<file path="src/rtl/codec_cmm_sad_acc.sv">
// Pipelined multi-lane sum-of-absolute-differences engine: per-lane |a-b|, lane
// reduction, then per-block accumulation reported over a valid/ready handshake.
module codec_cmm_sad_acc #(
    parameter  int DW        = 8,
    parameter  int N         = 4,
    parameter  int MAX_BEATS = 16,
    localparam int SUM_W     = DW + $clog2(N),
    localparam int ACC_W     = SUM_W + $clog2(MAX_BEATS),
    localparam int CNT_W     = $clog2(MAX_BEATS) + 1
) (
    input  logic              clk,
    input  logic              rst_n,
    input  logic              in_vld,
    output logic              in_rdy,
    input  logic              in_last,
    input  logic [N*DW-1:0]   in_a,
    input  logic [N*DW-1:0]   in_b,
    output logic              o_vld,
    input  logic              o_rdy,
    output logic [ACC_W-1:0]  o_sad,
    output logic [CNT_W-1:0]  o_beats,
    output logic              o_ovf
);

    localparam logic [CNT_W-1:0] MAX_CNT = CNT_W'(MAX_BEATS);

    logic en;

    logic                  s1_vld;
    logic                  s1_last;
    logic [N-1:0][DW-1:0]  s1_d;
    logic [SUM_W-1:0]      s1_sum;

    logic                  s2_vld;
    logic                  s2_last;
    logic [SUM_W-1:0]      s2_sum;

    logic [ACC_W-1:0]      acc;
    logic [ACC_W-1:0]      acc_base;
    logic [ACC_W-1:0]      acc_n;
    logic [CNT_W-1:0]      cnt;
    logic [CNT_W-1:0]      cnt_base;
    logic [CNT_W-1:0]      cnt_n;
    logic                  ovf;
    logic                  ovf_n;
    logic                  first;

    // A pending, unconsumed result freezes the whole pipeline.
    assign en     = !(o_vld && !o_rdy);
    assign in_rdy = en;

    always_ff @(posedge clk) begin
        if (!rst_n) begin
            s1_vld  <= 1'b0;
            s1_last <= 1'b0;
            s1_d    <= '0;
        end else if (en) begin
            s1_vld <= in_vld;
            if (in_vld) begin
                s1_last <= in_last;
                for (int i = 0; i < N; i++) begin
                    s1_d[i] <= (in_a[i*DW +: DW] > in_b[i*DW +: DW])
                             ? in_a[i*DW +: DW] - in_b[i*DW +: DW]
                             : in_b[i*DW +: DW] - in_a[i*DW +: DW];
                end
            end
        end
    end

    always_comb begin
        s1_sum = '0;
        for (int i = 0; i < N; i++) begin
            s1_sum = s1_sum + SUM_W'(s1_d[i]);
        end
    end

    always_ff @(posedge clk) begin
        if (!rst_n) begin
            s2_vld  <= 1'b0;
            s2_last <= 1'b0;
            s2_sum  <= '0;
        end else if (en) begin
            s2_vld  <= s1_vld;
            s2_last <= s1_last;
            s2_sum  <= s1_sum;
        end
    end

    // Beats past MAX_BEATS are dropped from the sum and only mark the block.
    always_comb begin
        acc_base = first ? '0 : acc;
        cnt_base = first ? '0 : cnt;
        ovf_n    = ovf;
        if (cnt_base < MAX_CNT) begin
            acc_n = acc_base + ACC_W'(s2_sum);
            cnt_n = cnt_base + CNT_W'(1);
        end else begin
            acc_n = acc;
            cnt_n = cnt;
            ovf_n = 1'b1;
        end
    end

    always_ff @(posedge clk) begin
        if (!rst_n) begin
            acc     <= '0;
            cnt     <= '0;
            ovf     <= 1'b0;
            first   <= 1'b1;
            o_vld   <= 1'b0;
            o_sad   <= '0;
            o_beats <= '0;
            o_ovf   <= 1'b0;
        end else if (en) begin
            if (o_rdy) begin
                o_vld <= 1'b0;
            end
            if (s2_vld) begin
                acc   <= acc_n;
                cnt   <= cnt_n;
                ovf   <= ovf_n;
                first <= 1'b0;
                if (s2_last) begin
                    o_sad   <= acc_n;
                    o_beats <= cnt_n;
                    o_ovf   <= ovf_n;
                    o_vld   <= 1'b1;
                    first   <= 1'b1;
                    ovf     <= 1'b0;
                end
            end
        end
    end

endmodule

</file>
<file path="config.mk">
export PLATFORM = sky130hd
export DESIGN_NAME = codec_cmm_sad_acc
export DESIGN_NICKNAME = d
export VERILOG_FILES = /design/src/rtl/codec_cmm_sad_acc.sv
export SDC_FILE = /design/constraint.sdc
export NUM_CORES = 1
export LEC_CHECK = 0
export CAP_MARGIN = 0
export CORE_AREA = 2 2 176 178
export DETAILED_ROUTE_END_ITERATION = 10
export DIE_AREA = 0 0 178 180
export PLACE_DENSITY_LB_ADDON = 0.1
export SLEW_MARGIN = 20
export SYNTH_ARGS = -nofsm -noshare
export SYNTH_HDL_FRONTEND = slang
export SYNTH_SLANG_ARGS = --single-unit
</file>
<file path="constraint.sdc">
create_clock -name clk -period 7.6 [get_ports clk]
set_input_delay 1.52 -clock clk [delete_from_list [all_inputs] [get_ports clk]]
set_output_delay 1.52 -clock clk [all_outputs]
set_load 0.1 [all_outputs]
</file>
# After elaboration in Yosys (flattened, before gate mapping)
# Index checks and enable logic that the tools add are counted.
# word_totals
reg_bits	88
inputBits	69
# op_classes
addsub	13
magnitude_cmp	5
n_mux	14
bitwise_logic	1
n_reduce_logical	6
# op_table
operator	count
$sub 8x8->8	8
$gt 8x8->1	4
$mux 8	4
$mux 14	2
$add 14x10->14	1
$add 10x8->10	1
$add 9x8->10	1
$mux 5	2
$add 8x8->9	1
$mux 1	6
$add 5x1->5 const B	1
$lt 5x5->1 const B	1
$reduce_and 2->1	2
$reduce_and 3->1	1
$logic_not 1->1	2
$logic_and 1x1->1	1
$not 1->1	1

# Logic depth before layout (Yosys ltp)
# logic_depth
ltp_word	4
ltp_mapped	11
depth_no_buf	11

# Worst setup path before layout
# No wires, ideal clock.
# synth_path
path_kind	input -> output
startpoint	in o_rdy
endpoint	out in_rdy
t_arrival_ns	2.835
required_time_ns	6.080
path_slack_ns	3.245
path_stages	4
n_path_buf	2
cell_sequence	nor2b_1 -> inv_1 -> buf_2 -> buf_1
# synth_via
elab_chain_cells	3
# synth_lines
item	line_no	rtl
start, declared	19	input logic o_rdy,
$logic_not 1->1	49	assign en = !(o_vld && !o_rdy);
$logic_and 1x1->1	49	
$logic_not 1->1	49	
end, declared	14	output logic in_rdy,
# No other way between the ends.

# Final worst setup path
# Same ends and word-level chain as after synthesis.

==> impl_metrics.toml <==
[timing]
fin_crit_sh_pct = 71.5
finalWorstSetupSlack_ps = 2170
fmax_ghz = 0.184
slew_violations = 0
finalSetupViolCount = 0
max_slew_margin_pct = 27.7
tns_ps = 0
tightest_slew_ps = 1080
finalCriticalPeriod_ps = 5430
rsz0062_at_grt = "false"
fin_worst_skew_ps = 5.57
finalHoldViolCount = 0

[yosys]
synth.area.mux_share_pct = 4.16
synth_top_family_by_area = "compound AO/OA/AOI/OAI gates"
synth_area_leaders = "dfxtp_1, ha_1, fa_1, a21oi_1, inv_1"
syn_inst = 932
ys_async_sr_fraction_pct = 0
yosysWarnings = 0
synth_fp_nets = 1106
syn_area_per_cell_um2 = 7.94
synth_top_cell_area_share_pct = 23.8
synth_compound_area_share_pct = 22.6
synth_top_area_cell = "dfxtp_1"
synth_xor_area_share_pct = 2.72
ys_types = 64
synth-simple-area-share_pct = 18.3
synth_area_um2 = 7400
synth_fa_ha_area_share_pct = 20.3
ys.flop_type = "dfxtp_1"
ys_seq_elements = 88
synth_edf_count = 0
yosysSeqAreaShare_pct = 23.8

[drt]
drtIter0Drc = 261
avgRoutedWirePerCell_um = 14.0
drtAntennaViolNets = 0
dr.pass1.iters = 5
vias = 6379
drt_wl_total_um = 19600
vias_per_cell = 4.57
drc = 0

[clocking]
ctsResizeCount = 0
path_clk_slew_ps = 70
cts_inserted_buffers = 9
cts.sinks = 88
hold_buffers = 0
cts_max_path_buffers = 2
post-cts-setup-buffers = 0
htree_levels = 3
cts_root_buffer = "clkbuf_16"
worstSkewPairLatency_ps = 350
cts_tree = "built"

[pwr]
ir_drop_mv = 0.0987
leakagePower_nw = 3.88
power.density_nw_per_um2 = 175

[global_route]
antenna_found_initial = 0
grt_pass1_vias = 6431
grt_pass1_wl_um = 32700
overflow = 0
grt_start_max_net_pins = 54
grt_use_total_pct = 12.5

[die]
ios = 91
core_area_um2 = 30200
rows = 64
die_w_um = 178
die-area_um2 = 32000
die_h_um = 180
initial_core_util_pct = 24.5

[final_layout]
mostFrequentLayoutCell = "inv_1"
finalNetCount = 1170
final_area_um2 = 8980
antenna_cells = 0
drive_above_1_share_pct = 4.10
layout_common_cells = "inv_1, nand2_1, clkdlybuf4s50_1, dfxtp_1, a21oi_1"
syn_to_final_growth_pct = 21.3
fillCellCount = 3301

[job]
cap_violations = 0

[status]
outcome = "finished, final reports clean"

[place]
placed_area_um2 = 8660
dp_worst_setup_slack_ps = 2050
portBuffers = 90
dp.final_hpwl_um = 15300
place_congestion = 0.769

[critical_path]
arrival_ps = 3910
start_kind = "input pin"
r2r_cells = 8
crit_slowest_cell = "clkdlybuf4s50_1"
path_class = "input pin to output pin"
crit_top_cell = "clkdlybuf4s50_1"
critPathRequiredTime_ps = 6080
endpoint_kind = "output pin"
crit_fanout = 14
cp_cell_sequence = "clkdlybuf4s50_1, nor2b_1, inv_1, clkdlybuf4s50_1"
slowest_delay_ps = 1020

[worst_hold_path]
hold_depth = 2
hp-class = "flop to flop"
## power by group
part	internal [mW]	total [mW]	leakage, nW	switching [mW]
sequential	0.504	0.531	0.720	0.0273
combinational	0.249	0.556	3.01	0.307
clock	0.289	0.482	0.150	0.194
## final cells by class
| class | count | area, um^2 | share of cell area, % |
|---|---|---|---|
| clock buffer | 11 | 233 | 2.59 |
| tap | 396 | 495 | 5.52 |
| sequential | 88 | 1760 | 19.6 |
| timing repair buffer | 98 | 956 | 10.6 |
| multi-input combinational | 690 | 5040 | 56.1 |
| clock inverter | 5 | 81.3 | 0.906 |
| inverter | 109 | 409 | 4.56 |
## worst max-delay path: cells and delay by family
family	cells	cell delay, ps
buffers and inverters	3	1600
AND/OR/NAND/NOR	1	770
## cell usage after synthesis (5+ instances only)
| library cell | instances |
|---|---|
| a211oi_1 | 19 |
| a21o_1 | 22 |
| a21oi_1 | 83 |
| a311oi_1 | 11 |
| a31oi_1 | 6 |
| a32oi_1 | 7 |
| and2_1 | 5 |
| and3_1 | 6 |
| buf_1 | 5 |
| buf_2 | 7 |
| clkbuf_1 | 30 |
| dfxtp_1 | 88 |
| fa_1 | 25 |
| ha_1 | 80 |
| inv_1 | 108 |
| mux2_2 | 6 |
| mux2i_1 | 24 |
| nand2_1 | 95 |
| nand2b_1 | 9 |
| nand3_1 | 24 |
| nand3b_1 | 7 |
| nand4_1 | 10 |
| nor2_1 | 50 |
| nor2b_1 | 22 |
| nor3_1 | 21 |
| o211ai_1 | 8 |
| o21a_1 | 11 |
| o21ai_0 | 47 |
| o21bai_1 | 5 |
| o22ai_1 | 5 |
| or3_1 | 13 |
| or4_1 | 5 |
| xnor2_1 | 15 |
| xor2_1 | 8 |
## logic make-up after synthesis
logic type | Yosys count
AO/OA/AOI/OAI | 253
XOR/XNOR | 23
buffers and inverters | 154
flip-flops | 88
AND/OR/NAND/NOR | 279
adder cells (fa/ha/maj) | 105
multiplexers | 30
## metrics by stage
stage	power, mW	hold WS, ps	cells	util, %
2_1_floorplan	0.946	436	932	-
3_3_place_gp	1.11	444	1381	28.7
3_5_place_dp	1.10	450	1381	28.7
4_1_cts	1.60	460	1397	29.7
5_1_grt	1.69	476	1397	29.7
6_report	1.57	456	1397	29.7
## registers in the layout (all words and copies together), names as in the netlist, 5 cells and up
| register | flops |
|---|---|
| s1_d | 32 |
| s2_sum | 10 |
| cnt | 5 |
| o_sad | 14 |
| o_beats | 5 |
| acc | 14 |
## path summary, 6_finish.rpt
kind / from / endpoint / slack, ps
worst max register to register: o_vld$_SDFFE_PN0N_ / s1_d[19]$_SDFFE_PN0P_ / 4400
worst max-delay path: o_rdy / in_rdy / 2170
worst min register to register: o_beats[4]$_SDFFE_PN0P_ / o_beats[4]$_SDFFE_PN0P_ / 460
worst min-delay path: o_beats[4]$_SDFFE_PN0P_ / o_beats[4]$_SDFFE_PN0P_ / 460
## routing by layer
layer,up-vias,global-route usage [%],wire (um)
li1,3378,-,-
met1,2908,16.6,9610
met2,85,21.5,9260
met3,8,2.37,619
met4,0,1.77,121
met5,-,0,0
(Power assumes the default switching activity.)
